### src/rtl/riscv_pkg.sv
// riscv_pkg -- shared encodings for the fetch front end.
//   NOP          : canonical ADDI x0,x0,0 used to fill a flushed IF/ID.
//   NPC_*        : one-hot EX next-PC request encodings (000 = sequential).
//   RESET_PC_DEF : default fetch address after reset.
//   ifid_t       : IF/ID pipeline register contents.
package riscv_pkg;
  localparam logic [31:0] NOP          = 32'h0000_0013;
  localparam logic [2:0]  NPC_PLUS4    = 3'b000;
  localparam logic [2:0]  NPC_BRANCH   = 3'b001;
  localparam logic [2:0]  NPC_JUMP     = 3'b010;
  localparam logic [2:0]  NPC_JALR     = 3'b100;
  localparam logic [31:0] RESET_PC_DEF = 32'h0000_0000;

  typedef struct packed {
    logic [31:0] pc;
    logic [31:0] pc4;
    logic [31:0] instr;
    logic        valid;
  } ifid_t;
endpackage

### src/rtl/if_stage_npc.sv
// npc -- combinational next-PC selection.
//   pc          : current PC
//   npc_op      : EX next-PC request (JALR > JAL > branch when several set)
//   ex_pc/ex_imm/ex_alu_out : EX operands for the redirect target
//   pc4         : pc + 4 (wraps mod 2^32)
//   next_pc     : word-aligned redirect target, or pc4 when sequential
//   redirect    : any request bit set
//   tgt_bit1    : computed target has bit1 set (raised as misalign next cycle)
module npc
  import riscv_pkg::*;
(
  input  logic [31:0] pc,
  input  logic [2:0]  npc_op,
  input  logic [31:0] ex_pc,
  input  logic [31:0] ex_imm,
  input  logic [31:0] ex_alu_out,
  output logic [31:0] pc4,
  output logic [31:0] next_pc,
  output logic        redirect,
  output logic        tgt_bit1
);
  logic [31:0] target;

  always_comb begin
    pc4      = pc + 32'd4;
    redirect = |npc_op;
    // JALR uses rs1+imm with bit0 cleared; JAL and branch share pc-relative form.
    if ((npc_op & NPC_JALR) != 3'b000) target = {ex_alu_out[31:1], 1'b0};
    else                               target = ex_pc + ex_imm;
    tgt_bit1 = redirect & target[1];
    next_pc  = redirect ? {target[31:2], 2'b00} : pc4;
  end
endmodule

### src/rtl/if_stage.sv
// if_stage -- instruction fetch: PC register, IF/ID register, redirect/stall.
//   clk, rst        : clock, synchronous active-high reset
//   NPCOp           : EX next-PC request ([0] branch, [1] JAL, [2] JALR)
//   ex_pc, ex_imm, ex_alu_out : EX operands for redirect target
//   stall           : hold PC and IF/ID
//   imem_addr       : fetch address (= PC, combinational)
//   imem_rdata      : instruction word for imem_addr
//   id_pc, id_pc4, id_instr, id_valid : IF/ID contents
//   misalign        : one-cycle pulse after a redirect with target[1] set
// Optional: IF_STAGE_PERF_CNT_EN adds fetch_cnt / flush_cnt outputs.
// Priority each edge: rst > redirect > stall > sequential fetch.
module if_stage
  import riscv_pkg::*;
#(
  parameter logic [31:0] RESET_PC = RESET_PC_DEF
) (
  input  logic        clk,
  input  logic        rst,
  input  logic [2:0]  NPCOp,
  input  logic [31:0] ex_pc,
  input  logic [31:0] ex_imm,
  input  logic [31:0] ex_alu_out,
  input  logic        stall,
  output logic [31:0] imem_addr,
  input  logic [31:0] imem_rdata,
  output logic [31:0] id_pc,
  output logic [31:0] id_pc4,
  output logic [31:0] id_instr,
  output logic        id_valid,
  output logic        misalign
`ifdef IF_STAGE_PERF_CNT_EN
  ,
  output logic [31:0] fetch_cnt,
  output logic [31:0] flush_cnt
`endif
);
  localparam ifid_t IFID_FLUSH = '{pc: 32'd0, pc4: 32'd0, instr: NOP, valid: 1'b0};

  logic [31:0] pc, pc4, next_pc;
  logic        redirect, tgt_bit1;
  ifid_t       ifid;

  npc u_npc (
    .pc        (pc),
    .npc_op    (NPCOp),
    .ex_pc     (ex_pc),
    .ex_imm    (ex_imm),
    .ex_alu_out(ex_alu_out),
    .pc4       (pc4),
    .next_pc   (next_pc),
    .redirect  (redirect),
    .tgt_bit1  (tgt_bit1)
  );

  always_ff @(posedge clk) begin
    if (rst) begin
      pc       <= RESET_PC;
      ifid     <= IFID_FLUSH;
      misalign <= 1'b0;
    end else if (redirect) begin
      // Wrong-path fetch is discarded, so a concurrent stall is irrelevant.
      pc       <= next_pc;
      ifid     <= IFID_FLUSH;
      misalign <= tgt_bit1;
    end else if (stall) begin
      misalign <= 1'b0;
    end else begin
      pc       <= next_pc;
      ifid     <= '{pc: pc, pc4: pc4, instr: imem_rdata, valid: 1'b1};
      misalign <= 1'b0;
    end
  end

`ifdef IF_STAGE_PERF_CNT_EN
  always_ff @(posedge clk) begin
    if (rst) begin
      fetch_cnt <= 32'd0;
      flush_cnt <= 32'd0;
    end else if (redirect) begin
      flush_cnt <= flush_cnt + 32'd1;
    end else if (!stall) begin
      fetch_cnt <= fetch_cnt + 32'd1;
    end
  end
`endif

  assign imem_addr = pc;
  assign id_pc     = ifid.pc;
  assign id_pc4    = ifid.pc4;
  assign id_instr  = ifid.instr;
  assign id_valid  = ifid.valid;
endmodule

### config.mk
export PLATFORM = sky130hd
export DESIGN_NAME = if_stage
export DESIGN_NICKNAME = d
export VERILOG_FILES = /design/src/rtl/riscv_pkg.sv /design/src/rtl/if_stage_npc.sv /design/src/rtl/if_stage.sv
export SDC_FILE = /design/constraint.sdc
export NUM_CORES = 1
export LEC_CHECK = 0
export CORE_ASPECT_RATIO = 1.2
export CORE_MARGIN = 2
export CORE_UTILIZATION = 49
export CTS_CLUSTER_SIZE = 14
export DETAILED_ROUTE_END_ITERATION = 8
export PLACE_DENSITY = 0.89
export RECOVER_POWER = 100
export SYNTH_ARGS = -nofsm -noshare
export SYNTH_HDL_FRONTEND = slang
export SYNTH_SLANG_ARGS = --single-unit
### constraint.sdc
create_clock -name clk -period 5.5 [get_ports clk]
set_input_delay 1.375 -clock clk [delete_from_list [all_inputs] [get_ports clk]]
set_output_delay 1.375 -clock clk [all_outputs]
set_load 0.02 [all_outputs]
==> results of run 1 <==
==> power by group through the flow <==
stage / combinational (W) / clock (W) / sequential, W
3_5_place_dp: 0.000571 / 0 / 0.000996
2_1_floorplan: 0.000336 / 0 / 0.00101
5_1_grt: 0.000621 / 0.00112 / 0.000981
3_3_place_gp: 0.000561 / 0 / 0.000995
6_report: 0.000568 / 0.00107 / 0.000979
4_1_cts: 0.000578 / 0.00108 / 0.000978
==> cells by family after synthesis <==
| family | synth area share |
|---|---|
| AOI/OAI and AO/OA | 0.182 |
| xor gates and xnor gates | 0.0744 |
| adders and majority gates | 0.0559 |
| buffers and inverters | 0.0525 |
| DFF | 0.340 |
| muxes | 0.0906 |
| other | 0.000514 |
| and+or+nand+nor | 0.204 |
==> synthesized netlist by cell type (all sizes together) (17+ instances only) <==
master	n	area [um^2]
nand2	51	199
xnor2	38	333
nor3	19	105
dfxtp	124	2480
nor2	153	582
mux2i	66	661
clkbuf	36	161
ha	31	388
buf	25	145
o21ai	33	165
inv	17	63.8
xor2	24	210
a21oi	99	499
==> metrics by stage <==
stage	utilization	instance area, um^2	power, W
2_1_floorplan	-	7310	0.00135
3_3_place_gp	0.680	9850	0.00156
3_5_place_dp	0.680	9850	0.00157
4_1_cts	0.720	10400	0.00264
5_1_grt	0.719	10400	0.00272
6_report	0.719	10400	0.00262
==> area by class of cell <==
type,count,area share
clock inverters,12,0.0108
well taps,200,0.0240
multi-input cells,691,0.426
clock buffers,20,0.0439
repair buffers,262,0.250
inverters,17,0.00613
flip-flops and latches,124,0.239
==> state kept, by name (all words and copies together) (netlist names) <==
name,count
id_instr,32
id_pc,30
misalign,1
imem_addr,30
id_pc4,30
id_valid,1
==> metal layers <==
layer | share of wire | track usage
met4 | 0.032 | 0.0950
met2 | 0.49 | 0.470
met5 | 0 | 0
met1 | 0.41 | 0.320
met3 | 0.070 | 0.0594
==> worst max-delay path by stage <==
stage,start,end,slack (ns),cells past startpoint
after floorplan,ex_pc[9],imem_addr[31],1.96,11
after global placement,ex_pc[2],imem_addr[31],1.23,11
after detailed placement,ex_pc[0],imem_addr[28],1.18,12
after CTS,ex_pc[0],imem_addr[28],1.61,12
after global routing,NPCOp[0],id_pc[16],0.98,5
final,NPCOp[0],id_pc[16],1.25,5
==> critical path, cell delays in order <==
cell and delay [ns]:
dlygate4sd3_1 0.56, or2_0 1.31, or3_2 0.75, buf_4 0.41, nor2_1 0.11
==> results.py, run 1 <==
metrics = {
    "clocking": {
        "hold_buffers": 0,
        "clk_path_buf_depth": 2,
        "clk_pin_slew_worst_paths_ns": 0.06,
        "post_cts_buffers": 0,
        "cts_made_buffers": 17,
        "insertion_delay_ns": 0.41,
        "h-tree-depth": 4,
        "clock_tree.root_cell": "clkbuf_16",
        "cts_resized": 0,
        "cts_tree": "done",
        "cts.sink_count": 124,
    },
    "die": {
        "row_count": 48,
        "die-width_um": 115,
        "die_h_um": 138,
        "dieArea_um2": 15900,
        "start_util": 0.504,
        "core_um2": 14500,
        "pin_count": 264,
    },
    "power": {
        "p_per_area_nw_per_um2": 252,
        "switchingPower_w": 0.000763,
        "leakage_nw": 4.39,
        "p_int_w": 0.00185,
        "peakVddDrop_mv": 0.234,
        "power_frac_comb": 0.217,
        "switching_share": 0.292,
        "pwr-share-clk": 0.409,
        "p_seq_frac": 0.374,
    },
    "routing": {
        "wirelength_mm": 21.9,
        "ant_nets": 0,
        "vias": 7227,
        "drc": 0,
        "drt_pass1_iterations": 5,
        "via_per_inst": 5.45,
        "drt_iter0_drc": 669,
        "routedWlPerCell_um": 16.5,
    },
    "final_layout": {
        "multi_input_area_um2": 4440,
        "seq_area_um2": 2480,
        "drive_above_1_share": 0.0568,
        "nFillCells": 1105,
        "fin_cells": 1326,
        "synthToLayoutAreaGrowth_pct": 42.6,
        "final_cell_mix": "nor2_1 (150), clkdlybuf4s50_1 (127), dlygate4sd3_1 (127)",
        "final_common_cell": "nor2_1",
        "num_antenna_cells": 0,
        "layout.nets": 1279,
    },
    "critical_path": {
        "rr_worst_depth": 10,
        "critPathCaptureType": "flip-flop",
        "critPathKind": "input pin to flip-flop",
        "start_kind": "input pin",
        "crit_path_max_fanout": 35,
        "reg2reg_to": "imem_addr[22]",
        "ff2ff_setup_slack_ns": 2.39,
        "r2r-start": "imem_addr[2]",
        "arrival_ns": 4.53,
        "cp.required_ns": 5.79,
    },
    "sta": {
        "hold_slack_ns": 0.450,
        "timing.final.ws_setup_ns": 1.25,
        "slew_headroom": -0.185,
        "finalClockSkew_ns": 0.00649,
        "tightest_slew_ns": 1.78,
        "achievable-frequency_ghz": 0.236,
        "setup_tns_ns": 0,
        "rsz0062_at_grt": "false",
        "setup-violations-final": 0,
        "fin_crit_sh": 0.772,
        "min_period_ns": 4.25,
        "final-hold-violation-count": 0,
        "slew_viol_final": 34,
    },
    "placed_design": {
        "placed_cells": 1294,
        "port_buffers": 256,
        "gp_congestion": 0.905,
        "dp_hpwl_mm": 16.3,
        "place_ws_ns": 1.18,
    },
    "global_routing": {
        "grt_max_degree": 89,
        "grt_pass1_wl_mm": 33.8,
        "grt_antenna_before_repair": 0,
        "grt_overflow_total": 0,
        "track_usage": 0.268,
        "grt_pass1_vias": 6698,
    },
    "yosys": {
        "yosys_most_used_dff": "dfxtp_1",
        "syn_area_um2": 7290,
        "async_flop_share": 0,
        "avgSynthCellArea_um2": 8.21,
        "ys_warn_count": 0,
        "synth_edf_count": 0,
        "seq_area_frac_synth": 0.340,
        "synth_cells": 889,
        "synth_seq_cells": 124,
        "yosysUniqueCellTypes": 69,
    },
    "worst_hold_path": {
        "holdPathStages": 2,
        "hold_start": "id_valid",
        "min_path_type": "flip-flop to flip-flop",
        "holdPathEnd": "id_valid",
    },
    "flow_run": {
        "max_cap_viol_count": 1,
    },
    "status": {
        "violations": "max-capacitance violations, max-slew violations",
        "outcome": "complete, but fails checks",
    },
}
Note: power is estimated with default switching activity, not from simulation.
==> run 2, diff against run 1 <==
--- a/config.mk
+++ b/config.mk
@@ -7,10 +7,10 @@
 export LEC_CHECK = 0
 export CORE_ASPECT_RATIO = 1.2
 export CORE_MARGIN = 2
-export CORE_UTILIZATION = 49
+export CORE_UTILIZATION = 41
 export CTS_CLUSTER_SIZE = 14
 export DETAILED_ROUTE_END_ITERATION = 8
-export PLACE_DENSITY = 0.89
+export PLACE_DENSITY = 0.79
 export RECOVER_POWER = 100
 export SYNTH_ARGS = -nofsm -noshare
 export SYNTH_HDL_FRONTEND = slang
==> constraint.sdc (replaced) <==
create_clock -name clk -period 3.5 [get_ports clk]
set_input_delay 0.875 -clock clk [delete_from_list [all_inputs] [get_ports clk]]
set_output_delay 0.875 -clock clk [all_outputs]
set_load 0.02 [all_outputs]
==> run 2 against run 1 <==
  * The run still ends with max-capacitance violations, max-slew violations left
  * Die area rose by 19%
  * Combinational power rose by 72%
  * Register-to-register slack worse by 1.9 ns
  * Power is 60% higher
  * Setup slack lost 1.0 ns
  * Global-route usage down 3.9 points
  * Critical path type unchanged
  * Critical endpoint is now imem_addr[31]
  * Largest cell class unchanged
==> results.py, run 2 (same netlist as run 1, synthesis figures left out) <==
metrics = {
    "critical_path": {
        "arrival_ns": 3.56,
        "cp_slowest_cell": "a2111oi_4",
        "path_buf_inv": 1,
        "critPathCaptureType": "flip-flop",
        "cp_top_family": "compound AO/OA/AOI/OAI gates",
        "critPathKind": "input pin to flip-flop",
        "cp.required_ns": 3.77,
        "start_kind": "input pin",
        "crit_path_max_incr_delay_ns": 0.42,
        "crit_chain": "clkdlybuf4s50_1 > ha_1 > a21oi_1 > a21o_1 > a211o_1 > a2111oi_4 > nor4_2 > nor3b_2 > a221oi_2 > xnor2_1 > a21oi_1",
        "cp_common_cell": "a21oi_1",
        "crit_path_max_fanout": 3,
    },
    "status": {
        "violations": "max-capacitance violations, max-slew violations",
        "outcome": "complete, but fails checks",
    },
    "routing": {
        "wirelength_mm": 22.4,
        "drt_pass1_iterations": 5,
        "ant_nets": 0,
        "drc": 0,
        "drt_iter0_drc": 398,
        "vias": 7306,
        "routedWlPerCell_um": 16.0,
        "via_per_inst": 5.22,
    },
    "worst_hold_path": {
        "min_path_type": "flip-flop to flip-flop",
    },
    "final_layout": {
        "finish.utilization": 0.618,
        "final_cell_mix": "nor2_1 (150), clkdlybuf4s50_1 (129), dlygate4sd3_1 (125)",
        "largest_reg_flops": 32,
        "fin_cells": 1400,
        "drive_above_1_share": 0.0968,
        "layout.nets": 1331,
        "synthToLayoutAreaGrowth_pct": 48.3,
        "nFillCells": 1502,
        "final_common_cell": "nor2_1",
    },
    "power": {
        "leakage_nw": 4.63,
        "peakVddDrop_mv": 0.270,
        "p_per_area_nw_per_um2": 387,
    },
    "sta": {
        "setup-violations-final": 0,
        "min_period_ns": 3.29,
        "slew_headroom": -0.0934,
        "fin_crit_sh": 0.940,
        "slew_viol_final": 90,
        "finalClockSkew_ns": 0.00818,
        "setup_tns_ns": 0,
        "achievable-frequency_ghz": 0.304,
        "tightest_slew_ns": 1.64,
        "rsz0062_at_grt": "false",
        "hold_slack_ns": 0.451,
        "final-hold-violation-count": 0,
    },
    "clocking": {
        "insertion_delay_ns": 0.41,
        "h-tree-depth": 4,
        "cts.sink_count": 124,
        "cts_tree": "done",
        "clk_path_buf_depth": 2,
        "clk_pin_slew_worst_paths_ns": 0.06,
        "cts_resized": 0,
        "clock_tree.root_cell": "clkbuf_16",
        "cts_made_buffers": 17,
    },
    "global_routing": {
        "use_met1": 0.281,
        "track_usage": 0.230,
        "grt_pass1_vias": 6945,
        "grt_max_degree": 90,
        "grt_antenna_before_repair": 0,
        "grt_overflow_total": 0,
        "grt_pass1_wl_mm": 35.1,
        "busiest_layer": "met2",
        "met3_usage": 0.0476,
        "grtUsageMet2": 0.404,
    },
    "placed_design": {
        "dp_hpwl_mm": 17.0,
        "port_buffers": 256,
        "gp_congestion": 0.854,
        "placed_cells": 1366,
    },
    "die": {
        "row_count": 53,
        "core_um2": 17500,
        "die-width_um": 126,
        "dieArea_um2": 18900,
        "start_util": 0.417,
        "die_h_um": 150,
        "pin_count": 264,
    },
    "flow_run": {
        "max_cap_viol_count": 1,
    },
}
==> run 2: changes by cell type in the layout (fill, tap and decap cells not counted), sizes merged <==
cell,delta
buf,+46
clkbuf,+6
clkdlybuf4s50,+2
clkinv,+1
diode,+2
dlygate4sd3,-2
inv,-1
==> run 2: worst register-to-register path, stage by stage (launching register included) <==
cell and delay [ns]:
dfxtp_1 0.44, ha_1 0.24, nand3_1 0.22, nor2_1 0.34, nand4_1 0.29, nand2b_1 0.28, clkbuf_1 0.31, nor3_1 0.30
xnor2_1 0.11, a221o_1 0.32, a21oi_1 0.10
==> run 2: path summary, 6_finish.rpt <==
path	from	to	slack [ns]	depth (start not counted)
worst max-delay path	ex_imm[2]	imem_addr[31]	0.21	11
worst min-delay path	id_valid	id_valid	0.45	2
worst max register to register	imem_addr[3]	imem_addr[26]	0.51	10
worst min register to register	id_valid	id_valid	0.45	2
==> run 2: final cells by class <==
type                            instances  area, um^2  share of cell area
Multi-Input combinational cell        691        4440               0.410
Inverter                               17        63.8             0.00590
Tap cell                              220         275              0.0254
Clock inverter                         12         113              0.0104
Clock buffer                           20         467              0.0431
Antenna cell                            2        5.00            0.000463
Sequential cell                       124        2480               0.229
Timing Repair Buffer                  314        2980               0.275
==> run 2: routing by layer <==
layer,share of wire,vias to the layer above,routed length (um)
met2,0.50,252,11100
met4,0.020,0,454
met1,0.43,3363,9540
met5,0,-,0
met3,0.058,27,1290
li1,-,3664,-
==> run 2: metrics by stage <==
stage,setup WS [ns],total power [W],cell area [um^2]
after detailed placement,-0.253,0.00254,10300
after floorplan,0.462,0.00211,7310
after CTS,0.162,0.00423,10800
after global placement,-0.209,0.00253,10300
after global routing,0.0428,0.00439,10800
final,0.209,0.00419,10800
==> run 2: power by group <==
part,internal (W),switching [W],total [W]
Clock,0.00104,0.000655,0.00169
Sequential,0.00146,0.0000693,0.00153
Combinational,0.000496,0.000479,0.000975
Total,0.00299,0.00120,0.00419
==> run 2: repair_timing <==
| item | CTS | global route |
|---|---|---|
| hold buffers | 0 | 0 |
| endpoints found under the setup margin | 0 | 2 |
| buffers inserted | 0 | 0 |
